==> src/rtl/param_bank_strobe_gen_pkg.sv <==
`default_nettype none
// ============================================================================
// param_bank_strobe_gen_pkg : bank indices, default population mask, FSM states
// Rev 1.0
// ============================================================================
package param_bank_strobe_gen_pkg;

  localparam int BANK_ENV = 0;
  localparam int BANK_OSC = 1;
  localparam int BANK_M1  = 2;
  localparam int BANK_M2  = 3;
  localparam int BANK_COM = 5;

  localparam logic [5:0] DEFAULT_BANK_MASK = 6'((1 << BANK_ENV) | (1 << BANK_OSC) |
                                                (1 << BANK_M1)  | (1 << BANK_M2)  |
                                                (1 << BANK_COM));

  typedef enum logic [1:0] {
    ST_IDLE   = 2'd0,
    ST_SETUP  = 2'd1,
    ST_STROBE = 2'd2,
    ST_HOLD   = 2'd3
  } state_e;

endpackage
`default_nettype wire

==> src/rtl/param_bank_strobe_gen_sync_rise_detect.sv <==
`default_nettype none
// ============================================================================
// sync_rise_detect : multi-stage synchroniser with single-cycle rising-edge pulse
// Rev 1.0
// ============================================================================
module sync_rise_detect #(
  parameter int STAGES = 2
) (
  input  logic CLOCK_25,
  input  logic reset,
  input  logic din,
  output logic rise
);

  if (STAGES < 2) begin : g_err_stages
    $error("sync_rise_detect: STAGES must be >= 2");
  end

  logic [STAGES-1:0] sync_q;
  logic [STAGES-1:0] fill_q;
  logic              prev_q;

  // prev stays 1 until the chain holds real samples, so a level held high
  // across reset is never mistaken for a fresh edge.
  always_ff @(posedge CLOCK_25) begin
    if (reset) begin
      sync_q <= '0;
      fill_q <= '0;
      prev_q <= 1'b1;
    end else begin
      sync_q <= {sync_q[STAGES-2:0], din};
      fill_q <= {fill_q[STAGES-2:0], 1'b1};
      prev_q <= fill_q[STAGES-1] ? sync_q[STAGES-1] : 1'b1;
    end
  end

  assign rise = sync_q[STAGES-1] & ~prev_q;

endmodule
`default_nettype wire

==> src/rtl/param_bank_strobe_gen.sv <==
`default_nettype none
// ============================================================================
// param_bank_strobe_gen : parameter-bank decoder and sequenced write-strobe FSM
// Rev 1.0
// ============================================================================
module param_bank_strobe_gen
  import param_bank_strobe_gen_pkg::*;
#(
  parameter int                   ADDR_W      = 3,
  parameter int                   NUM_BANKS   = 6,
  parameter logic [NUM_BANKS-1:0] BANK_MASK   = NUM_BANKS'(DEFAULT_BANK_MASK),
  parameter int                   SYNC_STAGES = 2,
  parameter int                   SETUP_CYC   = 1,
  parameter int                   STROBE_CYC  = 1,
  parameter int                   HOLD_CYC    = 1
) (
  input  logic                 CLOCK_25,
  input  logic                 reset,
  input  logic                 data_ready,
  input  logic [ADDR_W-1:0]    dec_addr,
  output logic [NUM_BANKS-1:0] dec_sel,
  output logic                 read_write,
  output logic                 write_dataenable,
  output logic                 busy,
  output logic                 addr_err,
  output logic                 overrun
);

  if (NUM_BANKS > 2**ADDR_W) begin : g_err_banks
    $error("param_bank_strobe_gen: NUM_BANKS exceeds 2**ADDR_W");
  end
  if (SYNC_STAGES < 2) begin : g_err_sync
    $error("param_bank_strobe_gen: SYNC_STAGES must be >= 2");
  end
  if (SETUP_CYC < 1) begin : g_err_setup
    $error("param_bank_strobe_gen: SETUP_CYC must be >= 1");
  end
  if (STROBE_CYC < 1) begin : g_err_strobe
    $error("param_bank_strobe_gen: STROBE_CYC must be >= 1");
  end
  if (HOLD_CYC < 0) begin : g_err_hold
    $error("param_bank_strobe_gen: HOLD_CYC must be >= 0");
  end

  localparam int c_max_ab  = (SETUP_CYC > STROBE_CYC) ? SETUP_CYC : STROBE_CYC;
  localparam int c_max_cyc = (c_max_ab > HOLD_CYC) ? c_max_ab : HOLD_CYC;
  localparam int c_cnt_w   = (c_max_cyc > 1) ? $clog2(c_max_cyc) : 1;
  localparam bit c_has_hold = (HOLD_CYC > 0);

  localparam logic [c_cnt_w-1:0] c_setup_last  = c_cnt_w'(SETUP_CYC - 1);
  localparam logic [c_cnt_w-1:0] c_strobe_last = c_cnt_w'(STROBE_CYC - 1);
  localparam logic [c_cnt_w-1:0] c_hold_last   = c_cnt_w'((HOLD_CYC > 0) ? HOLD_CYC - 1 : 0);

  logic                 w_rise;
  logic                 w_addr_ok;
  logic [NUM_BANKS-1:0] w_onehot;

  state_e               state_q, state_d;
  logic [c_cnt_w-1:0]   cnt_q, cnt_d;
  logic [NUM_BANKS-1:0] sel_q, sel_d;
  logic                 rw_q, rw_d;
  logic                 wde_q, wde_d;
  logic                 ae_q, ae_d;
  logic                 ov_q, ov_d;

  sync_rise_detect #(
    .STAGES (SYNC_STAGES)
  ) u_sync (
    .CLOCK_25 (CLOCK_25),
    .reset    (reset),
    .din      (data_ready),
    .rise     (w_rise)
  );

  // Out-of-range addresses simply never match a bank index.
  always_comb begin
    w_addr_ok = 1'b0;
    w_onehot  = '0;
    for (int i = 0; i < NUM_BANKS; i++) begin
      if (dec_addr == ADDR_W'(i)) begin
        w_onehot[i] = 1'b1;
        w_addr_ok   = BANK_MASK[i];
      end
    end
  end

  always_comb begin
    state_d = state_q;
    cnt_d   = cnt_q;
    sel_d   = sel_q;
    rw_d    = rw_q;
    wde_d   = wde_q;
    ae_d    = 1'b0;
    ov_d    = 1'b0;

    unique case (state_q)
      ST_IDLE: begin
        if (w_rise) begin
          if (w_addr_ok) begin
            sel_d   = w_onehot;
            cnt_d   = '0;
            state_d = ST_SETUP;
          end else begin
            sel_d = '0;
            ae_d  = 1'b1;
          end
        end
      end
      ST_SETUP: begin
        if (cnt_q == c_setup_last) begin
          cnt_d   = '0;
          rw_d    = 1'b1;
          wde_d   = 1'b1;
          state_d = ST_STROBE;
        end else begin
          cnt_d = cnt_q + c_cnt_w'(1);
        end
      end
      ST_STROBE: begin
        if (cnt_q == c_strobe_last) begin
          cnt_d = '0;
          rw_d  = 1'b0;
          if (c_has_hold) begin
            state_d = ST_HOLD;
          end else begin
            wde_d   = 1'b0;
            state_d = ST_IDLE;
          end
        end else begin
          cnt_d = cnt_q + c_cnt_w'(1);
        end
      end
      ST_HOLD: begin
        if (cnt_q == c_hold_last) begin
          cnt_d   = '0;
          wde_d   = 1'b0;
          state_d = ST_IDLE;
        end else begin
          cnt_d = cnt_q + c_cnt_w'(1);
        end
      end
      default: state_d = ST_IDLE;
    endcase

    // Requests arriving mid-transfer are flagged and discarded, never queued.
    if (w_rise && (state_q != ST_IDLE)) begin
      ov_d = 1'b1;
    end
  end

  always_ff @(posedge CLOCK_25) begin
    if (reset) begin
      state_q <= ST_IDLE;
      cnt_q   <= '0;
      sel_q   <= '0;
      rw_q    <= 1'b0;
      wde_q   <= 1'b0;
      ae_q    <= 1'b0;
      ov_q    <= 1'b0;
    end else begin
      state_q <= state_d;
      cnt_q   <= cnt_d;
      sel_q   <= sel_d;
      rw_q    <= rw_d;
      wde_q   <= wde_d;
      ae_q    <= ae_d;
      ov_q    <= ov_d;
    end
  end

  assign dec_sel          = sel_q;
  assign read_write       = rw_q;
  assign write_dataenable = wde_q;
  assign busy             = (state_q != ST_IDLE);
  assign addr_err         = ae_q;
  assign overrun          = ov_q;

endmodule
`default_nettype wire

==> config.mk <==
export PLATFORM = sky130hd
export DESIGN_NAME = param_bank_strobe_gen
export DESIGN_NICKNAME = d
export VERILOG_FILES = /design/src/rtl/param_bank_strobe_gen_pkg.sv /design/src/rtl/param_bank_strobe_gen_sync_rise_detect.sv /design/src/rtl/param_bank_strobe_gen.sv
export SDC_FILE = /design/constraint.sdc
export NUM_CORES = 1
export LEC_CHECK = 0
export BUFFER_PORTS_ARGS = -buffer_cell sky130_fd_sc_hd__buf_2
export CORE_UTILIZATION = 40
export CTS_CLUSTER_DIAMETER = 150
export DETAILED_ROUTE_END_ITERATION = 8
export GPL_TIMING_DRIVEN = 0
export SETUP_SLACK_MARGIN = 0.1
export SLEW_MARGIN = 20
export SYNTH_ARGS = -nofsm -noshare
export SYNTH_HDL_FRONTEND = slang
export SYNTH_HIERARCHICAL = 1
export SYNTH_SLANG_ARGS = --single-unit
export TNS_END_PERCENT = 50
==> constraint.sdc <==
create_clock -name CLOCK_25 -period 2 [get_ports CLOCK_25]
set_input_delay 0.1 -clock CLOCK_25 [delete_from_list [all_inputs] [get_ports CLOCK_25]]
set_output_delay 0.1 -clock CLOCK_25 [all_outputs]
set_load 0.02 [all_outputs]
==> impl_metrics.ini <==
[floorplan]
coreArea_mm2 = 0.00154
initial_core_util = 0.442
placementRows = 14
dieArea_mm2 = 0.00187
die_w_um = 43.3
io_pins = 17
die_y_um = 43.3

[grt]
grt_pass1_vias = 408
grt_pass1_wl_um = 1640
antenna_found_initial = 0
grt_max_degree = 11
grt_util_all_layers = 0.125
gr-total-overflow = 0

[clock_tree]
hold_buffers = 0
clk_pin_slew_ns = 0.10
ctsHtreeMaxLevel = 1
cts_resized = 0
postCtsSetupBuffers = 0
clock_latency_ns = 0.29
cts_tree = done
cts_buffers = 3
cts_max_path_buffers = 2
clock_sink_count = 17
cts_root_buf = clkbuf_4

[detailed_routing]
ant_nets = 0
wire_per_inst_um = 9.73
via_per_inst = 4.69
wl_um = 1000
first_iter_violations = 3
num_vias = 483
route.detailed.drc = 0
drt_pass1_iterations = 3

[logic_synthesis]
yosys_warnings = 6
synth_area_leader_cell = dfxtp_1
synth_common_cells = 17 x dfxtp_1, 7 x nand2_1, 5 x a21oi_1, 5 x ha_1
synth_area_leaders = dfxtp_1 50%, ha_1 9.2%, nand2_1 3.9%
synth_edf_count = 0
synthFlopType = dfxtp_1
synthCells = 67
syn_avg_cell_area_um2 = 10.2
yosysMostFrequentCell = dfxtp_1
yosysSeqAreaShare = 0.500
syn_nets = 78
syn_area_um2 = 681
ys_ff_latch = 17
synth_top_area_frac = 0.500
ys_async_sr_fraction = 0
synth.distinct_cells = 25

[worst_setup_path]
crit_arrival_ns = 1.78
r2r_slack_ns = 0.45
startpoint = state_q[1]
critPathMaxFanout = 10
r2r.worst_path.cells = 6
worstSetupEndpoint = dec_sel[0]
r2r_start = state_q[1]
crit_type = reg2reg
r2r-end = dec_sel[0]
cp-start-kind = register
required_ns = 2.23
cp-end-kind = register

[placement]
placed_area_um2 = 781
dp_hpwl_um = 766
place_congestion = 0.665
io_buffers = 16
dp_cells = 99

[sta]
finalHoldViolCount = 0
rsz0062_at_grt = false
clock_skew_ns = 0.0112
fin_crit_sh = 0.774
slew-limit-headroom = 0.736
tightest_slew_ns = 0.397
tns_ns = 0
setup_viol = 0
maxSlewViolCount = 0
max_freq_mhz = 646
finalCriticalPeriod_ns = 1.55

[hold_path]
hold_path.class = in2reg

[layout]
synthToLayoutAreaGrowth_pct = 18.7
drive_above_1_share = 0.299
antenna_cells = 0
fill_cells = 155
nets = 99
fin_util = 0.524
finish.instance_area_um2 = 808
instances_no_fill = 103

[status]
status = completed

[power]
power.total_w = 0.000564
ir_drop_mv = 0.348
power_density_mw_per_mm2 = 697
p_leak_nw = 0.380

[flow_run]
cap_violations = 0
-- cells by family (layout without fill, tap and decap cells) --
logic type,after synthesis,after routing,share of synthesized area
adder cells (fa/ha/maj),5,5,0.0919
multiplexers,2,2,0.0294
AO/OA/AOI/OAI,8,8,0.0680
buffers and inverters,6,26,0.0441
AND/OR/NAND/NOR,29,29,0.267
flip-flops,17,17,0.500
-- cells in the final DEF (no fill, tap or decap) --
master     instances
ha_1               5
a211oi_1           1
o21bai_1           1
o22ai_1            1
mux2i_1            2
clkbuf_1           1
nor3b_1            1
nand2_2            1
nor2b_1            2
buf_2             16
nand2_1            7
nand4_1            1
nor3_1             2
clkinv_2           1
and2b_2            3
inv_1              4
buf_6              1
nand2b_1           4
or3_1              1
dfxtp_1           17
nand4bb_1          1
or4_1              1
clkbuf_4           3
or3b_1             1
a21oi_1            5
and3b_2            1
nor2_1             2
or4b_1             1
-- routing by layer --
| metal | wire length (um) | vias up | track usage |
|---|---|---|---|
| li1 | - | 266 | - |
| met1 | 501 | 202 | 0.157 |
| met2 | 430 | 11 | 0.167 |
| met3 | 43 | 4 | 0.0255 |
| met4 | 27 | 0 | 0.127 |
| met5 | 0 | - | 0 |
-- through the flow --
stage               setup slack (ns)  hold WS, ns
global placement               0.489        0.322
floorplan                      0.579        0.157
detailed placement             0.461        0.330
global route                   0.293       0.0298
CTS                            0.435       0.0244
finish                         0.451       0.0360
-- how the worst min path moves through the flow --
stage               start                to  slack, ns  cells past startpoint
2_1_floorplan       reset  u_sync/fill_q[0]       0.16                      1
3_3_place_gp   data_ready  u_sync/sync_q[0]       0.32                      2
3_5_place_dp   data_ready  u_sync/sync_q[0]       0.33                      2
4_1_cts        data_ready  u_sync/sync_q[0]       0.02                      2
5_1_grt        data_ready  u_sync/sync_q[0]       0.03                      2
6_report            reset  u_sync/fill_q[0]       0.04                      2
-- sequential cells by signal (all words and copies together), names as in the netlist --
name and count:
u_sync/prev_q 1, addr_err 1, overrun 1, dec_sel 6, state_q 2, read_write 1
u_sync/sync_q 2, u_sync/fill_q 2, write_dataenable 1
-- power breakdown --
group,internal (W),switching (W),leakage [nW]
clock,0.0000743,0.000104,0.0177
combinational,0.0000170,0.0000207,0.224
sequential,0.000346,0.00000248,0.138
-- worst max-delay path, stage by stage, from the launching register on --
cell and delay [ns]:
dfxtp_1 0.35, inv_1 0.11, ha_1 0.25, nand2_2 0.08
buf_6 0.15, or4_1 0.39, a21oi_1 0.15
-- layout make-up --
type	instances	area, um2	share of cell area
tap	16	20.0	0.0248
timing repair buffer	16	80.1	0.0991
buffer	2	15.0	0.0186
clock inverter	1	5.00	0.00619
inverter	4	15.0	0.0186
sequential	17	340	0.421
clock buffer	3	22.5	0.0279
multi-input combinational	44	310	0.384
Note: power is estimated with default switching activity, not from simulation.
